`src/rtl/regfile_read_arbiter.sv`:
```
// Round-robin arbiter sharing one register-file read port among NUM_REQ requesters.
// The winner's address drives the regfile in the grant cycle; its data and a one-hot valid come back a cycle later.
module regfile_read_arbiter #(
    parameter int NUM_REQ    = 4,
    parameter int ADDR_WIDTH = 3,
    parameter int DATA_WIDTH = 8
) (
    input  logic                             clock,
    input  logic                             reset,
    input  logic                             en,
    input  logic [NUM_REQ-1:0]               req,
    input  logic [NUM_REQ*ADDR_WIDTH-1:0]    req_addr,
    output logic [NUM_REQ-1:0]               grant,
    output logic [NUM_REQ-1:0]               rsp_valid,
    output logic [DATA_WIDTH-1:0]            rsp_data,
    output logic [ADDR_WIDTH-1:0]            ctrl_readReg,
    input  logic [DATA_WIDTH-1:0]            data_readReg
);

    localparam int               PTR_W   = $clog2(NUM_REQ);
    localparam logic [PTR_W:0]   NREQ_W  = (PTR_W+1)'(NUM_REQ);
    localparam logic [PTR_W-1:0] LAST_IX = PTR_W'(NUM_REQ - 1);

    logic [PTR_W-1:0]      r_ptr;
    logic [NUM_REQ-1:0]    r_rsp_vld_p1;
    logic [DATA_WIDTH-1:0] r_rsp_data_p1;

    logic                  w_found;
    logic [PTR_W-1:0]      w_win;
    logic [PTR_W:0]        w_sum;
    logic                  w_gnt_vld_p0;

    // Stage p0: rotating search from r_ptr upward, wrapping modulo NUM_REQ
    always_comb begin
        w_found = 1'b0;
        w_win   = '0;
        w_sum   = '0;
        for (int k = 0; k < NUM_REQ; k++) begin
            w_sum = {1'b0, r_ptr} + (PTR_W+1)'(k);
            if (w_sum >= NREQ_W) begin
                w_sum = w_sum - NREQ_W;
            end
            if (!w_found && req[w_sum[PTR_W-1:0]]) begin
                w_found = 1'b1;
                w_win   = w_sum[PTR_W-1:0];
            end
        end
    end

    // Reset is asynchronous, so grants are masked while it is held.
    assign w_gnt_vld_p0 = en && !reset && w_found;

    always_comb begin
        grant        = '0;
        ctrl_readReg = '0;
        if (w_gnt_vld_p0) begin
            grant        = NUM_REQ'(1) << w_win;
            ctrl_readReg = req_addr[int'(w_win)*ADDR_WIDTH +: ADDR_WIDTH];
        end
    end

    // Stage p1: capture regfile data for the winner and advance the pointer past it
    always_ff @(posedge clock or posedge reset) begin
        if (reset) begin
            r_ptr         <= '0;
            r_rsp_vld_p1  <= '0;
            r_rsp_data_p1 <= '0;
        end else if (w_gnt_vld_p0) begin
            r_ptr         <= (w_win == LAST_IX) ? '0 : w_win + 1'b1;
            r_rsp_vld_p1  <= grant;
            r_rsp_data_p1 <= data_readReg;
        end else begin
            r_rsp_vld_p1  <= '0;
        end
    end

    assign rsp_valid = r_rsp_vld_p1;
    assign rsp_data  = r_rsp_data_p1;

endmodule

```
`config.mk`:
```
export PLATFORM = sky130hd
export DESIGN_NAME = regfile_read_arbiter
export DESIGN_NICKNAME = d
export VERILOG_FILES = /design/src/rtl/regfile_read_arbiter.sv
export SDC_FILE = /design/constraint.sdc
export NUM_CORES = 1
export LEC_CHECK = 0
export CAP_MARGIN = 20
export CELL_PAD_IN_SITES_DETAIL_PLACEMENT = 0
export CELL_PAD_IN_SITES_GLOBAL_PLACEMENT = 2
export CORE_MARGIN = 5
export CORE_UTILIZATION = 22
export CTS_BUF_LIST = sky130_fd_sc_hd__clkbuf_2 sky130_fd_sc_hd__clkbuf_4 sky130_fd_sc_hd__clkbuf_8
export CTS_CLUSTER_SIZE = 30
export DETAILED_ROUTE_END_ITERATION = 16
export GPL_ROUTABILITY_DRIVEN = 0
export GPL_TIMING_DRIVEN = 0
export PLACE_DENSITY = 0.85
export RECOVER_POWER = 25
export SETUP_SLACK_MARGIN = 0.1
export SYNTH_ARGS = -nofsm -noshare
export SYNTH_HDL_FRONTEND = slang
export SYNTH_SLANG_ARGS = --single-unit
```
`constraint.sdc`:
```
create_clock -name clock -period 3.72 [get_ports clock]
set_clock_uncertainty 0.05 [all_clocks]
set_input_delay 1.116 -clock clock [delete_from_list [all_inputs] [get_ports clock]]
set_output_delay 1.116 -clock clock [all_outputs]
set_load 0.1 [all_outputs]
```
### After elaboration in Yosys (flattened, before gate mapping)

Index checks and enable logic that the tools add are counted.

| storage, ports and cells | value |
|---|---|
| bits in registers | 14 |
| bits of input ports | 27 |
| logic and storage cells | 56 |
| output and inout port bits | 19 |

| cells by class | value |
|---|---|
| multipliers | 1 |
| add/sub/neg operators | 8 |
| multiplexer cells | 24 |
| shift operators | 2 |
| $lt $le $gt $ge | 8 |
| reduce and logical (&&, ||, !) cells | 9 |
| equality and inequality tests | 1 |

Operators by type and width:

| kind | count |
|---|---|
| two-way mux 2 bit | 9 |
| < comparator 2 x 3 -> 1 bit, second input constant | 4 |
| variable part select 12 x 5 -> 3 bit | 1 |
| >= comparator 3 bit, second input constant | 3 |
| binary-select mux 1 bit (select 2 bit) | 4 |
| two-way mux 1 bit | 8 |
| two-way mux 4 bit | 2 |
| subtractor 2 x 1 -> 2 bit, second input constant | 4 |
| adder 2 x 2 -> 3 bit, second input constant | 2 |
| logical AND 1 bit | 5 |
| zero test 1 bit | 4 |
| multiplier 2 x 2 -> 4 bit, second input constant | 1 |
| << shifter 1 x 2 -> 4 bit, first input constant | 1 |
| adder 2 x 1 -> 3 bit, second input constant | 1 |
| >= comparator 2 x 3 -> 1 bit, second input constant | 1 |
| two-way mux 3 bit | 1 |
| adder 2 x 1 -> 2 bit, second input constant | 1 |
| == test 2 bit, second input constant | 1 |

### Depth between registers and ports, before layout

| depth | value |
|---|---|
| depth after elaboration | 17 |
| mapped depth | 6 |
| gate-level depth less buffers | 6 |

### Worst setup path after synthesis

OpenSTA, ideal clock, no wires.

| timing | value |
|---|---|
| path type | input to output |
| start | in reset |
| end | out ctrl_readReg[0] |
| required time | 2.554 ns |
| arrival time | 3.503 ns |
| path buffers | 2 |
| setup slack | -0.949 ns |
| stages on the path | 6 |
| cell sequence | inv_1 > and3_1 > buf_6 > buf_8 > nand2_1 > o22ai_1 |

| on the way | value |
|---|---|
| longest elaborated chain between the ends | 4 |

RTL lines:

| item | line | text |
|---|---|---|
| start: declaration | 9 | `input logic reset,` |
| zero test 1 bit (no source line) | n/a |  |
| logical AND 1 bit (2 in series) | 51 | `assign w_gnt_vld_p0 = en && !reset && w_found;` |
| two-way mux 3 bit | 56 | `if (w_gnt_vld_p0) begin` |
| end: declaration | 16 | `output logic [ADDR_WIDTH-1:0] ctrl_readReg,` |

Every way passes these cells.

### Worst setup path in the final report

| timing | value |
|---|---|
| start | in req[2] |
| end | out ctrl_readReg[1] |

| on the way | value |
|---|---|
| longest elaborated chain between the ends | 15 |
| elaborated cells between the ends (all ways) | 26 |
| classes of those cells | mul: 1; shift: 1; mux: 17; reduce/logical: 7 |

RTL lines:

| item | line | text |
|---|---|---|
| start: declaration | 11 | `input logic [NUM_REQ-1:0] req,` |
| binary-select mux 1 bit (select 2 bit) | 43 | `if (!w_found && req[w_sum[PTR_W-1:0]]) begin` |
| two-way mux 1 bit (implied by the code) | 43 |  |
| two-way mux 1 bit | 43 |  |
| zero test 1 bit | 43 |  |
| logical AND 1 bit | 43 |  |
| two-way mux 1 bit | 43 |  |
| zero test 1 bit | 43 |  |
| logical AND 1 bit | 43 |  |
| two-way mux 1 bit | 43 |  |
| zero test 1 bit | 43 |  |
| logical AND 1 bit | 43 |  |
| two-way mux 2 bit | 43 |  |
| multiplier 2 x 2 -> 4 bit | 58 | `ctrl_readReg = req_addr[int'(w_win)*ADDR_WIDTH +: ADDR_WIDTH];` |
| variable part select 12 x 5 -> 3 bit | 58 |  |
| two-way mux 3 bit * | 56 |  |

Every way passes the cells marked *; elsewhere a longest branch is shown, timed or not. The select of a mux whose other input is x is not followed.

==> impl_metrics.env <==
export IMPL_outcome="complete, no violations"
export IMPL_yosysTopAreaCell="dfrtp_1"
export IMPL_rr_worst_depth=7
export IMPL_total_power_uw=815
export IMPL_fp_dieH_um=68.6
export IMPL_synth_most_common_cell="dfrtp_1"
export IMPL_maxCapViolCount=0
export IMPL_track_usage_pct=9.75
export IMPL_syn_avg_cell_area_um2=12.2
export IMPL_final_area_um2=1620
export IMPL_fillers=315
export IMPL_hold_end="rsp_data[4]"
export IMPL_p_leak_uw=0.000646
export IMPL_ys_async_sr_fraction_pct=100
export IMPL_synth_edf_count=0
export IMPL_syn_nets=93
export IMPL_tritoncts="yes"
export IMPL_worst_slew_margin_rel_pct=35.4
export IMPL_cp_end_kind="primary output"
export IMPL_routed_wirelength_mm=2.09
export IMPL_setup_viol=0
export IMPL_cp_start_kind="input port"
export IMPL_grt_pass1_wl_mm=3.45
export IMPL_io_buffers=45
export IMPL_clk_pin_slew_ns=0.08
export IMPL_min_path_cells=1
export IMPL_ys_seq_area_share_pct=46.4
export IMPL_vias=683
export IMPL_synth_seq_cells=14
export IMPL_hp_class="flop to flop"
export IMPL_peakVddDrop_mv=0.178
export IMPL_wire_per_inst_um=12.9
export IMPL_drtAntennaViolNets=0
export IMPL_worstHoldStart="rsp_data[4]"
export IMPL_nets=149
export IMPL_cts_root_buf="clkbuf_4"
export IMPL_r2r_setup_slack_ns=1.84
export IMPL_arrival_ns=2.41
export IMPL_numCtsBuffers=3
export IMPL_r2r_start="r_ptr[1]"
export IMPL_antenna_found_initial=0
export IMPL_synth_flop_cell="dfrtp_1"
export IMPL_ys_types=19
export IMPL_core_area_um2=3340
export IMPL_period_needed_ns=3.58
export IMPL_drc=0
export IMPL_final_max_slew_viol_count=0
export IMPL_overflow=0
export IMPL_cts_max_path_buffers=2
export IMPL_drive_gt1_share_pct=44.0
export IMPL_grt_max_degree=15
export IMPL_min_period_over_period_pct=96.2
export IMPL_drt_initial_drc_count=3
export IMPL_synth_top_area_share_pct=46.4
export IMPL_syn_inst=62
export IMPL_insertion_delay_ns=0.26
export IMPL_syn_to_final_growth_pct=114
export IMPL_dpl_cell_area_um2=1330
export IMPL_hpwlAfterDp_mm=1.54
export IMPL_fp_dieW_um=68.6
export IMPL_start_util_pct=22.6
export IMPL_final_hold_viol_count=0
export IMPL_critPathKind="input port to primary output"
export IMPL_timing_fmax_mhz=279
export IMPL_grt_pass1_vias=810
export IMPL_synth_area_leaders="dfrtp_1 46%, mux2i_1 9.3%, mux2_2 9.0%"
export IMPL_syn_area_um2=754
export IMPL_ys_top_cells_by_count="14 x dfrtp_1, 7 x mux2i_1, 6 x mux2_2"
export IMPL_htree_num_levels=1
export IMPL_yosys_warnings=0
export IMPL_rsz0062_at_grt="true"
export IMPL_die_area_um2=4700
export IMPL_drt_pass1_iterations=4
export IMPL_worst_pin_slew_ns=0.966
export IMPL_top_level_ports=46
export IMPL_setup_tns_final_ns=0
export IMPL_power_density_nw_per_um2=505
export IMPL_vias_per_cell=4.22
export IMPL_rows=21
export IMPL_cts_sinks=14
export IMPL_hold_buffers=0
export IMPL_r2r_end="r_ptr[1]"
export IMPL_critical_path_max_fanout=5
export IMPL_setup_worst_path_start="req[2]"
export IMPL_antenna_cells=0
export IMPL_cp_data_required_time_ns=2.55
==> cell families (layout without fill, tap and decap cells) <==
group                      count (synthesis)  after routing  share of synthesized area (%)
muxes                                     16             16                           24.2
DFF                                       14             14                           46.4
and+or+nand+nor                           13             13                           9.12
AOI/OAI and AO/OA                          9              9                           8.12
buffers and inverters                      6             60                           5.47
adders and majority gates                  4              4                           6.63
==> worst max-delay path, stage by stage <==
cell and delay [ns]:
buf_6 0.10, or4_4 0.51, and3_4 0.19, buf_12 0.14, nand2_8 0.09, o22ai_4 0.08
buf_12 0.17
==> where the power goes <==
part           switching (uW)  internal [uW]  total (uW)
Sequential               23.8            178         202
Combinational             319            214         534
Clock                    42.0           37.3        79.3
Total                     385            430         815
==> placed cells by master (no fill, tap or decap), types with 2 or more instances in the layout <==
cell	instances
nor2_1	2
ha_1	4
and2_4	4
nand2_8	2
buf_6	2
o21a_1	2
a21oi_1	2
mux2_2	6
o22ai_4	4
dfrtp_1	14
clkbuf_4	3
clkdlybuf4s50_1	33
mux2i_4	6
buf_12	9
mux2_4	3
buf_4	5
inv_1	3
==> state kept, by name, summed over array words and instances (netlist names) <==
register / cells
r_ptr: 2
rsp_data: 8
rsp_valid: 4
==> area by class of cell <==
class / count / area, um^2 / share of cell area, %
plain buffers: 1 / 20.0 / 1.24
multi-input cells: 42 / 553 / 34.2
flip-flops and latches: 14 / 350 / 21.7
repair buffers: 52 / 596 / 36.9
well taps: 46 / 57.6 / 3.56
clock buffers: 3 / 22.5 / 1.39
inverters: 4 / 16.3 / 1.01
==> worst max-delay path by stage <==
stage	endpoint	cells after the start
finish	ctrl_readReg[1]	7
global route	ctrl_readReg[1]	8
CTS	ctrl_readReg[0]	8
detailed placement	ctrl_readReg[1]	7
global placement	ctrl_readReg[1]	7
floorplan	ctrl_readReg[1]	5
==> routing by layer <==
metal,part of all wire (%),GRT usage (%),wire (um)
met1,34,9.26,703
met2,55,18.8,1140
met3,10,2.92,219
met4,1.2,4.47,26
met5,0,0,0
==> per-stage QoR <==
| step | instances | hold slack (ns) | util, % | setup slack, ns |
|---|---|---|---|---|
| after floorplan | 62 | 0.436 | - | 0.104 |
| after global placement | 153 | 0.437 | 39.7 | -1.31 |
| after detailed placement | 153 | 0.445 | 39.7 | -1.34 |
| after CTS | 162 | 0.464 | 48.4 | 0.122 |
| after global routing | 162 | 0.476 | 48.4 | 0.0878 |
| final | 162 | 0.458 | 48.4 | 0.140 |
==> repair_timing <==
item,in CTS,in global routing
pin swaps,6,3
endpoints found under the setup margin,7,5
setup buffers,6,0
gates resized for setup,109,2
gates cloned,1,0
No activity file was read; power rests on OpenSTA's default activity.
